$ cat src/rtl/serial_pattern_src.sv
// ---------------------------------------------------------------------------
// serial_pattern_src
//
// Purpose:
//   Serialises a parallel pattern onto a single registered bit, MSB first,
//   so it can drive the x input of a downstream FSM. A pattern of L bits
//   (1..WIDTH) is captured when start is accepted in IDLE. Each bit is held
//   on x for one cycle. After the last bit a one-cycle DONE state pulses
//   done, and the block then returns to IDLE.
//
// Parameters:
//   WIDTH      shift-register width and maximum pattern length in bits (>= 2)
//
// Ports:
//   CLK        single clock; all state changes on the rising edge
//   RESET      asynchronous, active-high reset
//   start      request to send a pattern (ignored outside IDLE)
//   load_data  pattern captured when start is accepted
//   len        bits to send; 0 or any value above WIDTH means WIDTH
//   x          registered serial bit
//   busy       high while pattern bits are presented on x
//   done       one-cycle pulse in the cycle after the last bit
//   bit_idx    index of the bit currently on x (0 .. L-1)
//
// Configuration:
//   SERIAL_PATTERN_SRC_LOOP_MODE_EN
//     When defined, start held high on the edge that ends the last bit
//     replays the latched pattern back-to-back. busy stays high and no DONE
//     cycle occurs between repetitions. When undefined, no loop logic exists.
// ---------------------------------------------------------------------------
module serial_pattern_src #(
  parameter int WIDTH = 8
) (
  input  logic             CLK,
  input  logic             RESET,
  input  logic             start,
  input  logic [WIDTH-1:0] load_data,
  input  logic [3:0]       len,
  output logic             x,
  output logic             busy,
  output logic             done,
  output logic [2:0]       bit_idx
);

  // Width of the bit counter: it only has to reach WIDTH-1.
  localparam int CW = (WIDTH > 2) ? $clog2(WIDTH) : 1;

  typedef enum logic [1:0] {
    IDLE  = 2'd0,
    SHIFT = 2'd1,
    DONE  = 2'd2
  } state_t;

  state_t           r_state;
  logic [WIDTH-1:0] r_shift;
  logic [CW-1:0]    r_last;
  logic [CW-1:0]    r_cnt;
  logic             r_x;
  logic             r_busy;
  logic             r_done;

  state_t           w_nextState;
  logic [WIDTH-1:0] w_nextShift;
  logic [CW-1:0]    w_nextLast;
  logic [CW-1:0]    w_nextCnt;
  logic             w_nextX;
  logic             w_nextBusy;
  logic             w_nextDone;
  logic [CW-1:0]    w_effLast;

`ifdef SERIAL_PATTERN_SRC_LOOP_MODE_EN
  // Copy of the accepted pattern, kept so a loop replay does not depend on
  // the live load_data input.
  logic [WIDTH-1:0] r_pattern;
  logic [WIDTH-1:0] w_nextPattern;
`endif

  // Index of the last bit to send. An out-of-range len (0 or above WIDTH)
  // selects the full register.
  always_comb begin
    if ((len == 4'd0) || (int'(len) > WIDTH)) begin
      w_effLast = CW'(WIDTH - 1);
    end else begin
      w_effLast = CW'(int'(len) - 1);
    end
  end

  // Next-state and next-output logic. Every output is computed here and
  // registered below, so x/busy/done/bit_idx change only on a clock edge.
  // The shift register already holds the remaining bits left-justified.
  // The next bit to present is therefore always its MSB.
  always_comb begin
    w_nextState = r_state;
    w_nextShift = r_shift;
    w_nextLast  = r_last;
    w_nextCnt   = '0;
    w_nextX     = 1'b0;
    w_nextBusy  = 1'b0;
    w_nextDone  = 1'b0;
`ifdef SERIAL_PATTERN_SRC_LOOP_MODE_EN
    w_nextPattern = r_pattern;
`endif

    case (r_state)
      IDLE: begin
        if (start) begin
          w_nextState = SHIFT;
          w_nextShift = load_data << 1;
          w_nextLast  = w_effLast;
          w_nextX     = load_data[WIDTH-1];
          w_nextBusy  = 1'b1;
`ifdef SERIAL_PATTERN_SRC_LOOP_MODE_EN
          w_nextPattern = load_data;
`endif
        end
      end

      SHIFT: begin
        if (r_cnt == r_last) begin
`ifdef SERIAL_PATTERN_SRC_LOOP_MODE_EN
          if (start) begin
            w_nextState = SHIFT;
            w_nextShift = r_pattern << 1;
            w_nextX     = r_pattern[WIDTH-1];
            w_nextBusy  = 1'b1;
          end else begin
            w_nextState = DONE;
            w_nextDone  = 1'b1;
          end
`else
          w_nextState = DONE;
          w_nextDone  = 1'b1;
`endif
        end else begin
          w_nextShift = r_shift << 1;
          w_nextX     = r_shift[WIDTH-1];
          w_nextBusy  = 1'b1;
          w_nextCnt   = r_cnt + CW'(1);
        end
      end

      DONE: begin
        w_nextState = IDLE;
      end

      default: begin
        w_nextState = IDLE;
      end
    endcase
  end

  // State and output registers. Reset clears everything without waiting for
  // a clock, which also aborts an in-flight pattern with no done pulse.
  always_ff @(posedge CLK or posedge RESET) begin
    if (RESET) begin
      r_state <= IDLE;
      r_shift <= '0;
      r_last  <= '0;
      r_cnt   <= '0;
      r_x     <= 1'b0;
      r_busy  <= 1'b0;
      r_done  <= 1'b0;
    end else begin
      r_state <= w_nextState;
      r_shift <= w_nextShift;
      r_last  <= w_nextLast;
      r_cnt   <= w_nextCnt;
      r_x     <= w_nextX;
      r_busy  <= w_nextBusy;
      r_done  <= w_nextDone;
    end
  end

`ifdef SERIAL_PATTERN_SRC_LOOP_MODE_EN
  // Latched pattern for loop replays.
  always_ff @(posedge CLK or posedge RESET) begin
    if (RESET) begin
      r_pattern <= '0;
    end else begin
      r_pattern <= w_nextPattern;
    end
  end
`endif

  assign x    = r_x;
  assign busy = r_busy;
  assign done = r_done;

  // bit_idx is a fixed 3-bit port. Fit the internal counter to it.
  generate
    if (CW >= 3) begin : gIdxTrunc
      assign bit_idx = r_cnt[2:0];
    end else begin : gIdxExt
      assign bit_idx = {{(3 - CW){1'b0}}, r_cnt};
    end
  endgenerate

endmodule
$ cat config.mk
export PLATFORM = sky130hd
export DESIGN_NAME = serial_pattern_src
export DESIGN_NICKNAME = d
export VERILOG_FILES = /design/src/rtl/serial_pattern_src.sv
export SDC_FILE = /design/constraint.sdc
export NUM_CORES = 1
export LEC_CHECK = 0
export CAP_MARGIN = 10
export CORE_MARGIN = 2
export CORE_UTILIZATION = 45
export CTS_CLUSTER_DIAMETER = 50
export DETAILED_ROUTE_END_ITERATION = 7
export PLACE_DENSITY = 0.8
export SETUP_SLACK_MARGIN = 0.3
export SYNTH_ARGS = -nofsm -noshare
export SYNTH_HDL_FRONTEND = slang
export SYNTH_SLANG_ARGS = --single-unit
$ cat constraint.sdc
create_clock -name CLK -period 2.5 [get_ports CLK]
set_clock_uncertainty 0.15 [all_clocks]
set_input_delay 0.375 -clock CLK [delete_from_list [all_inputs] [get_ports CLK]]
set_output_delay 0.375 -clock CLK [all_outputs]
set_load 0.02 [all_outputs]
Word-level counts from Yosys, hierarchy flattened:

Cells that the tools add are included.
W data, S select, Z words.

* register bits: 19
* output and inout bits: 6

* reductions and logical operators: 7
* eq/ne operators: 5
* order comparisons: 1
* add/subtract/negate cells: 2
* muxes and demuxes: 17

Operators by type and width (number)
* $mux W8: 2
* $pmux W8 S2: 1
* $mux W3: 3
* $mux W1: 6
* $ne A2 B2 Y1 const B: 3
* $gt A4 B4 Y1 const B: 1
* $logic_not A4 Y1: 1
* $mux W2: 2
* $pmux W1 S2: 2
* $pmux W2 S2: 1
* $reduce_and A2 Y1: 2
* $add A3 B1 Y3 const B: 1
* $eq A3 B3 Y1: 1
* $reduce_and A3 Y1: 1
* $sub A3 B1 Y3 const B: 1
* $eq A2 B1 Y1 const B: 1
* $logic_not A2 Y1: 1
* $reduce_bool A2 Y1: 1
* $logic_or A1 B1 Y1: 1

Depth between registers and ports, before layout:

* word-level depth: 3
* gate-level depth with buffers: 5
* depth with buffers taken out: 5

Worst setup path after synthesis:

No wires, ideal clock.

* path kind: flip-flop to flip-flop
* from: register r_cnt[2], in the netlist bit_idx[2]
* to: register r_shift[2]
* path slack: 0.832 ns
* data required time: 2.227 ns
* cell stages (with the launch flop): 6
* data arrival time: 1.396 ns
* buffers on the path: 1
* period minus slack after synthesis: 1.668 ns
* cells stage by stage: dfrtp_1 -> xor2_1 -> o311ai_2 -> nand2b_1 -> buf_2 -> o221a_1

* longest elaborated chain between the ends: 3

RTL lines
* from (decl): RTL line 57 `logic [CW-1:0] r_cnt;`
* from (signal assigned): RTL line 167 `r_cnt <= w_nextCnt;`
* $eq A3 B3 Y1: RTL line 119 `if (r_cnt == r_last) begin`
* $ne A2 B2 Y1 (no line)
* $reduce_and A3 Y1 (no line)
* to (signal assigned): RTL line 165 `r_shift <= w_nextShift;`
* to (decl): RTL line 55 `logic [WIDTH-1:0] r_shift;`

Every way passes these cells.
A chain may end at the register's enable or synchronous reset.

Final worst setup path:

* from: register r_cnt[0], in the netlist bit_idx[0]
* to: output bit_idx[0]

RTL lines
* to (decl): RTL line 42 `output logic [2:0] bit_idx`

No word-level cell between the ends.

==> run metrics <==
number of top-level design ports=21; post-layout utilization of the core=~64%; post-synthesis cell type count=20; Cell Rows=15; Post-synth EDFFs=0; crit path launch=bit_idx[0]; arrival time at the worst endpoint=~1.3 ns; start of the worst register-to-register path=bit_idx[2]; setup slack of the worst register-to-register path=0.80 ns; HP Class=in2async; achievable frequency=between 0.5 and 0.6 GHz; Routed WL per cell=roughly 12 um; family of cells with the greatest summed delay on the critical path=buffers and inverters; count of cell instances traversed by the critical path=1; area of the core=approximately 0.0017 sq mm; post-CTS clock slew at the launch and capture registers of the worst setup and hold paths=0.10 ns; via count of the routed design=around 590; largest fanout on the critical path=4; Yosys warnings=0; Pleak=between 0.4 and 0.5 nW; slew at the pin with the worst max-slew slack=0.645 ns; antenna violations before repair=0; number of global-route vias before repair=between 500 and 600; sequential cell area=roughly 450 sq um; post-route antenna net violation count=0; VDD IR max=a little under 0.6 mV; Total Nets Final=112; global-route wire length before repair=roughly 2.3 mm; post-synthesis area per instance=11.5 sq um; Starting DRT DRC Count=6; gpl congestion=approximately 0.70; area of the multi-input gates=333 sq um; Vias per Instance=about 5; cell count of the worst reg-to-reg path=4; clock insertion delay at the later pin of the skew report=between 0.2 and 0.3 ns; max-slew violation count=0; share of the yosys chip area belonging to registers=55.1%; half-perimeter wire length after detailed placement=~1.1 mm; Crit. End Element=primary output; buffers inserted by post-CTS timing repair=0; TritonCTS clock tree=done; number of register bits inferred by synthesis=18; growth of design area from synthesis to finish=32.8%; die outline height=46.6 um; endpoint of the worst setup timing path=bit_idx[0]; type of origin of the critical path=register; hold violation total from the final report=0; total inserted antenna cells=0; FILL cells=138; top cells by area, synth=sky130_fd_sc_hd__dfrtp_1 (55%), sky130_fd_sc_hd__o221a_1 (8.3%), sky130_fd_sc_hd__nand2b_1 (5.4%); Pre-antenna DRT Iters=2; post-place setup slack=a little over 0.6 ns; Yosys top cell area share=a little under three fifths; chain of cells forming the critical path=clkdlybuf4s50_1; fraction of layout instances using a drive strength above 1=a little under a tenth; overall global routing resource usage=between 10% and 20%; largest stage delay on the critical path=slightly above 0.6 ns; required time worst endpoint=1.98 ns; number of max-cap violations=0; number of buffers and inverters on the critical path=1; pin count of the biggest net entering global routing=19; die boundary width=46.6 um; run status=completed; final critical delay including setup and external delays=~1.8 ns; gate count after technology mapping=71; most instantiated flip-flop cell in the synthesis netlist=sky130_fd_sc_hd__dfrtp_1; placed cell count=around 120; post-synthesis cell type with the largest combined area=sky130_fd_sc_hd__dfrtp_1; Finished Layout Cells=about 120; area enclosed by the die boundary=~0.0022 sq mm; areal power density over the cells=roughly 1100 mW/mm^2; total congestion overflow=0; input/output buffers=20; Hold Slack=0.305 ns; Setup Viol. Count Final=0; final std cell area, no fill=0.00108 sq mm; starting utilization of the core area=47.8%; Post-DP Area=about 0.0010 sq mm; cell with the most instances after synthesis=sky130_fd_sc_hd__dfrtp_1; deepest clock path buffer count=2; most instantiated cells after synthesis=sky130_fd_sc_hd__dfrtp_1 (18), sky130_fd_sc_hd__nand2b_1 (7), sky130_fd_sc_hd__o221a_1 (6); post-synthesis cell area=a little over 800 sq um; RSZ-0062 raised after global routing=false; capture instance of the worst register-to-register path=r_shift[7]; slowest cell on the critical path=sky130_fd_sc_hd__clkdlybuf4s50_1; overall power=about 1.2 mW; fin crit share=73.9%; CTS H-tree depth=1; proportion of synthesized flip-flops having asynchronous set or reset=100%; Inserted Clock Buffers=3; setup tns final=0 ns; root buffer cell=sky130_fd_sc_hd__clkbuf_4; Synthesized Nets=88; worst slew margin relative to its limit=57.0%; wirelength, routed=1.47 mm; remaining design rule violation count=0; startpoint-to-endpoint class of the critical path=reg2out; hold bufs inserted after CTS=0; final setup slack of the worst path=roughly 0.65 ns; sink count of the clock tree=18; PostCTS Resize Cnt=0
-- placed cells by master, fill, tap and decap left out --
master and count:
sky130_fd_sc_hd__clkdlybuf4s50_1 20, sky130_fd_sc_hd__dfrtp_1 18, sky130_fd_sc_hd__nand2b_1 7, sky130_fd_sc_hd__o221a_1 6
sky130_fd_sc_hd__inv_1 5, sky130_fd_sc_hd__nor2_1 5, sky130_fd_sc_hd__nor2b_1 4, sky130_fd_sc_hd__xor2_1 3
sky130_fd_sc_hd__a31oi_1 3, sky130_fd_sc_hd__clkbuf_4 3, sky130_fd_sc_hd__nor3_1 2, sky130_fd_sc_hd__and3_1 2
sky130_fd_sc_hd__xnor2_1 2, sky130_fd_sc_hd__nand2_1 2, sky130_fd_sc_hd__o21ai_0 2, sky130_fd_sc_hd__ha_1 2
sky130_fd_sc_hd__buf_4 2, sky130_fd_sc_hd__o311ai_2 1, sky130_fd_sc_hd__nor3b_2 1, sky130_fd_sc_hd__a21oi_1 1
sky130_fd_sc_hd__or2b_1 1, sky130_fd_sc_hd__a31o_2 1, sky130_fd_sc_hd__clkbuf_8 1
-- kinds of logic after synthesis --
group | after synthesis | share of synthesized area (%)
simple gates | 24 | 16.8
flops | 18 | 55.1
compound gates | 14 | 15.5
buf+inv | 8 | 4.13
xor+xnor | 5 | 5.36
fa+ha+maj | 2 | 3.06
-- sequential cells by signal, summed over array words and instances (netlist names) --
signal	flops
busy	1
done	1
r_state	2
bit_idx	3
x	1
r_shift	7
r_last	3
-- metal layers --
metal / track usage (%) / vias to the layer above / wire length (um)
met3: 7.06 / 2 / 68
met5: 0 / - / 0
met1: 16.3 / 277 / 634
met4: 6.67 / 0 / 21
li1: - / 293 / -
met2: 27.2 / 14 / 740
-- worst register-to-register path: stages (launching register included) --
cell	delay, ns
sky130_fd_sc_hd__dfrtp_1	0.42
sky130_fd_sc_hd__xor2_1	0.17
sky130_fd_sc_hd__o311ai_2	0.32
sky130_fd_sc_hd__nand2b_1	0.23
sky130_fd_sc_hd__o221a_1	0.29
-- how the worst min path moves through the flow --
stage	end	slack, ns	depth (start not counted)
after floorplan	bit_idx[0]	0.16	1
after global placement	bit_idx[0]	0.35	1
after detailed placement	bit_idx[0]	0.37	1
after CTS	busy	0.33	2
after global routing	r_shift[6]	0.39	2
final	busy	0.30	2
-- report_power, final --
| part | internal [mW] | switching, mW |
|---|---|---|
| Combinational | 0.279 | 0.263 |
| Sequential | 0.421 | 0.0921 |
| Clock | 0.0887 | 0.0867 |
-- final cells by class --
class | count | area share (%)
Timing Repair Buffer | 22 | 19.8
Tap cell | 25 | 2.88
Clock buffer | 4 | 3.34
Inverter | 5 | 1.73
Multi-Input combinational cell | 45 | 30.7
Sequential cell | 18 | 41.5
(Power assumes the default switching activity.)
==> RTL change 1: new RTL, config.mk and constraints unchanged <==
Re-encode `state_t` (3 states) as one-hot, 3 bits wide.
--- a/src/rtl/serial_pattern_src.sv
+++ b/src/rtl/serial_pattern_src.sv
@@ -45,10 +45,10 @@
   // Width of the bit counter: it only has to reach WIDTH-1.
   localparam int CW = (WIDTH > 2) ? $clog2(WIDTH) : 1;
 
-  typedef enum logic [1:0] {
-    IDLE  = 2'd0,
-    SHIFT = 2'd1,
-    DONE  = 2'd2
+  typedef enum logic [2:0] {
+    IDLE  = 3'b001,
+    SHIFT = 3'b010,
+    DONE  = 3'b100
   } state_t;
 
   state_t           r_state;
Formal check against the unedited RTL: no difference found for any inputs over 10 cycles, from zero or initial values and one cycle with RESET high; not proved beyond that.
==> RTL change 1 against the original RTL <==
  * Utilization decreased by 0.55 points
  * Sequential cell count increased by 1
  * First-iteration DRC count increased by 17%
  * Power is 19% lower
  * Combinational power fell by 34%
  * Setup slack lost 0.011 ns
  * Register-to-register slack better by 0.05 ns
  * Cell count down 3.4%
  * Routed wire length unchanged
  * Final area increased by 0.23%
  * Synthesized area rose by 2.1%
  * Critical path type unchanged
  * Largest cell class unchanged
==> RTL change 1: results (changes against the original RTL) <==
* IR drop worst, VDD at 536 µV (-9.9%)
* Number of global-route vias before repair at 595 (+6.4%)
* Result of the run: complete, no violations
* Antenna diode instance count at 0 (unchanged)
* Overall routing resource usage at 0.174 (+0.0167)
* Sequential-to-total area share from yosys stat at 0.571 (+0.0199)
* Via/cell ratio at 5.09 (+3.3%)
* Post-place instance area at 0.00106 mm² (+1.2%)
* Buffer depth of the longest clock path at 2 (unchanged)
* Most frequent cells after synthesis: dfrtp_1, nand2b_1, nor2_1, o221a_1, xnor2_1
* Cell types occupying the most area after synthesis: dfrtp_1, o221a_1, xnor2_1
* Clk pin slew, worst setup/hold paths at 0.10 ns (about the same)
* Initial antenna violation count at 0 (unchanged)
* RePlAce Congestion at 0.731 (+4.4%)
* NumNets Final at 108 (-3.6%)
* Critical path fanouts, max at 3 (-1)
* Post-DP HPWL at 1.16 mm (+7.1%)
* Global-route wire length before repair at 2.50 mm (+10%)
* Count of different cell masters after synthesis at 24 (+20%)
* Proportion of layout cells with a drive suffix above 1 at 0.100 (+0.00426)
* Family with the most delay on the worst path: buffers and inverters
* Worst slew slack as a fraction of its limit at 0.557 (-0.0131)
* Reg2reg start: r_state[0]
* Type of the worst min-delay path: input port to async pin
* Number of DRC markers after the initial detailed-route iteration at 7 (+1)
* Nets in the synthesized netlist at 84 (-4.5%)
* Maximum number of pins on one net before global-route repair at 20 (+1)
* First-pass detailed-route iteration total at 4 (+2)
* Critical path origin: bit_idx[2]
* Worst path arrival time at 1.33 ns
* Total leakage power at 0.441 nW (-3.2%)
* Routed wire per std cell at 12.7 µm (+3.5%)
==> RTL change 1: area by class of cell <==
type,count,area [µm²]
Clock buffer,4,26.3
Multi-Input combinational cell,43,338
Inverter,4,15.0
Sequential cell,19,477
Fill cell,163,639
Tap cell,25,31.3
Timing Repair Buffer,20,200
==> RTL change 1: cell families after synthesis <==
group	after synthesis	share of synthesized area
XOR/XNOR	5	0.0525
buffers and inverters	5	0.0240
adder cells (fa/ha/maj)	2	0.0300
AO/OA/AOI/OAI	11	0.120
AND/OR/NAND/NOR	25	0.202
flip-flops	19	0.571
==> RTL change 1: where the power goes <==
part	switching, mW	leakage (nW)	total, mW	internal (mW)
Combinational	0.171	0.199	0.361	0.190
Clock	0.0864	0.0150	0.148	0.0621
Sequential	0.0685	0.227	0.491	0.422
==> RTL change 1: worst paths after layout <==
check | to | slack (ns) | depth (start not counted)
setup / recovery | bit_idx[2] | 0.64 | 1
hold / removal | bit_idx[1] | 0.32 | 2
setup reg to reg | r_shift[3] | 0.85 | 4
hold reg to reg | bit_idx[0] | 0.36 | 1
max in group asynchronous | r_state[2] | 1.46 | 2
min in group CLK | bit_idx[0] | 0.36 | 1
==> RTL change 1: layer usage <==
layer / GRT usage / vias up / routed length, µm
met4: 0.0833 / 0 / 27
met2: 0.271 / 20 / 711
met1: 0.210 / 278 / 644
li1: - / 285 / -
met3: 0.0692 / 2 / 81
met5: 0 / - / 0
==> RTL change 1: metrics by stage <==
stage / setup WS, ns / util / hold WS [ns] / std cells
5_1_grt: 0.577 / 0.630 / 0.395 / 115
2_1_floorplan: 0.991 / - / 0.175 / 67
3_3_place_gp: 0.585 / 0.614 / 0.347 / 111
6_report: 0.643 / 0.630 / 0.316 / 115
4_1_cts: 0.628 / 0.630 / 0.349 / 115
3_5_place_dp: 0.564 / 0.614 / 0.357 / 111
==> RTL change 2: new RTL, same settings <==
Made on the original files. The option `SERIAL_PATTERN_SRC_LOOP_MODE_EN` is turned on by a define.
--- a/src/rtl/serial_pattern_src.sv
+++ b/src/rtl/serial_pattern_src.sv
@@ -28,6 +28,8 @@
 //     replays the latched pattern back-to-back. busy stays high and no DONE
 //     cycle occurs between repetitions. When undefined, no loop logic exists.
 // ---------------------------------------------------------------------------
+`define SERIAL_PATTERN_SRC_LOOP_MODE_EN
+
 module serial_pattern_src #(
   parameter int WIDTH = 8
 ) (
Behaviour: not the same (a bounded check fails within 4 cycles, from zero or initial values and one cycle with RESET high).
==> RTL change 2 against the original RTL <==
  * Routed wire length grew 60%
  * First-iteration DRC count grew to 2.7 times the old value
  * Synthesized area rose by 57%
  * Final area grew 39%
  * Combinational power rose by 46%
  * Setup slack worse by 0.075 ns
  * Power grew 39%
  * Sequential cell count increased by 8
  * Largest power group unchanged
==> RTL change 2: results (changes against the original RTL) <==
* Clock latency of the later-clocked register in the worst-skew pair at 0.32 ns (+0.03 ns)
* Reg2reg start: bit_idx[1]
* Clk pin slew, worst setup/hold paths at 0.13 ns (+0.03 ns)
* Worst slew slack as a fraction of its limit at 0.644 (+0.0741)
* Worst path arrival time at 1.40 ns (+0.08 ns)
* Critical Path Max Stage Delay at 0.64 ns (+0.02 ns)
* Post-CTS Setup Inserts at 0 (unchanged)
* CTS Root Buffer Type: clkbuf_4
* Sequential-to-total area share from yosys stat at 0.506 (-0.0450)
* Endpoint of the worst setup timing path: bit_idx[2]
* Met2 layer usage reported by global route at 0.247 (-0.0255)
* Nets in the synthesized netlist at 139 (+58%)
* Number of enable flip-flop cells after synthesis at 0 (unchanged)
* GR met1 Demand/Resource at 0.226 (+0.0627)
* Routed vias at 946 (+61%)
* Register-to-Register Setup Slack at 0.63 ns (-0.17 ns)
* Overall routing resource usage at 0.160 (+0.00251)
* Routed wire per std cell at 13.6 µm (+11%)
* Cell types occupying the most area after synthesis: dfrtp_1, mux2_2, nand2_1
* Global-route wire length before repair at 4.06 mm (+79%)
* Post-CTS Resized at 0 (unchanged)
* Maximum number of pins on one net before global-route repair at 27 (+8)
* IR drop worst, VDD at 578 µV (-2.8%)
* Critical path fanouts, max at 3 (-1)
* Number of global-route vias before repair at 896 (+60%)
* NumNets Final at 160 (+43%)
* Registers with the highest flip-flop counts: r_pattern x8, r_shift x7
* Number of input and output port buffers inserted at 20 (unchanged)
* Number of flip-flops in the largest register at 8 (+1)
* Antenna diode instance count at 0 (unchanged)
* Number of DRC markers after the initial detailed-route iteration at 16 (+10)
* Proportion of layout cells with a drive suffix above 1 at 0.121 (+0.0248)
* Type of the worst min-delay path: input port to async pin
* Post-DP HPWL at 1.72 mm (+59%)
* TritonCTS Buffers at 3 (unchanged)
* Number of fillers in the final layout at 224 (+62%)
* Met3 usage at 0.0272 (-0.0434)
* Slowest cell on the critical path: clkdlybuf4s50_1
* Via/cell ratio at 5.50 (+12%)
* Most frequent cells after synthesis: dfrtp_1, nand2_1, nand3_1
* Count of different cell masters after synthesis at 29 (+45%)
* Initial antenna violation count at 0 (unchanged)
* Family with the most delay on the worst path: buffers and inverters
* Critical path origin: bit_idx[2]
* Synthesized instance count at 122 (+72%)
* End of the worst register-to-register path: r_shift[7]
* RePlAce Congestion at 0.835 (+19%)
* Result of the run: complete, no violations
* First-pass detailed-route iteration total at 4 (+2)
* Total leakage power at 0.663 nW (+46%)
* Count of placed standard cells including taps at 169 (+47%)
* Count of H-tree levels built during CTS at 1 (unchanged)
* Number of cells on the worst reg-to-reg path at 4 (unchanged)
[RTL change 2: cell types whose count changed in the layout (fill, tap and decap cells not counted), moves of 2 or more]
| cell | before | now |
|---|---|---|
| nand4_1 | 0 | 7 |
| a22oi_1 | 0 | 2 |
| nand2_1 | 2 | 14 |
| nand2b_1 | 7 | 2 |
| o22ai_1 | 0 | 3 |
| o221a_1 | 6 | 0 |
| mux2_2 | 0 | 7 |
| a21oi_1 | 1 | 5 |
| dfrtp_1 | 18 | 26 |
| xor2_1 | 3 | 0 |
| nand3_1 | 0 | 9 |
| a221o_1 | 0 | 2 |
| xnor2_1 | 2 | 5 |
[RTL change 2: layer usage]
layer | vias up | wire length [µm]
met4 | 0 | 14
met2 | 14 | 1120
met5 | - | 0
met1 | 462 | 1140
met3 | 2 | 78
li1 | 468 | -
[RTL change 2: worst register-to-register path: cells and delay by family (launching register included)]
family / cells / cell delay (ns)
AOI/OAI and AO/OA: 2 / 0.62
xor gates and xnor gates: 1 / 0.15
DFF: 1 / 0.44
and+or+nand+nor: 1 / 0.42
[RTL change 2: metrics by stage]
stage | total power, mW | cell area [µm²] | setup WS, ns | hold WS (ns) | utilization
2_1_floorplan | 1.36 | 1280 | 0.894 | 0.265 | -
3_3_place_gp | 1.51 | 1480 | 0.411 | 0.342 | 0.542
3_5_place_dp | 1.55 | 1480 | 0.373 | 0.349 | 0.542
4_1_cts | 1.72 | 1500 | 0.585 | 0.249 | 0.550
5_1_grt | 1.84 | 1500 | 0.530 | 0.271 | 0.550
6_report | 1.71 | 1500 | 0.579 | 0.237 | 0.550
[RTL change 2: how the worst min path moves through the flow]
stage | startpoint | to | depth (start not counted)
after floorplan | RESET | bit_idx[0] | 1
after global placement | r_pattern[5] | r_pattern[5] | 1
after detailed placement | r_pattern[7] | r_pattern[7] | 2
after CTS | RESET | r_shift[7] | 3
after global routing | RESET | r_shift[7] | 3
final | RESET | bit_idx[0] | 3
[RTL change 2: power breakdown]
part           total, mW  switching, mW  internal (mW)  leakage, nW
Combinational      0.795          0.414          0.381        0.332
Sequential         0.742          0.142          0.600        0.317
Clock              0.174          0.117         0.0565       0.0138
[RTL change 2: kinds of logic after synthesis]
family	synth area share
AND/OR/NAND/NOR	0.210
flip-flops	0.506
AO/OA/AOI/OAI	0.100
buffers and inverters	0.0681
multiplexers	0.0613
XOR/XNOR	0.0341
adder cells (fa/ha/maj)	0.0195
[RTL change 2: area by class of cell]
| type | count | area [µm²] | area share |
|---|---|---|---|
| flip-flops and latches | 26 | 651 | 0.433 |
| multi-input cells | 83 | 547 | 0.364 |
| repair buffers | 23 | 223 | 0.148 |
| well taps | 31 | 38.8 | 0.0258 |
| clock buffers | 3 | 22.5 | 0.0150 |
| inverters | 6 | 22.5 | 0.0150 |
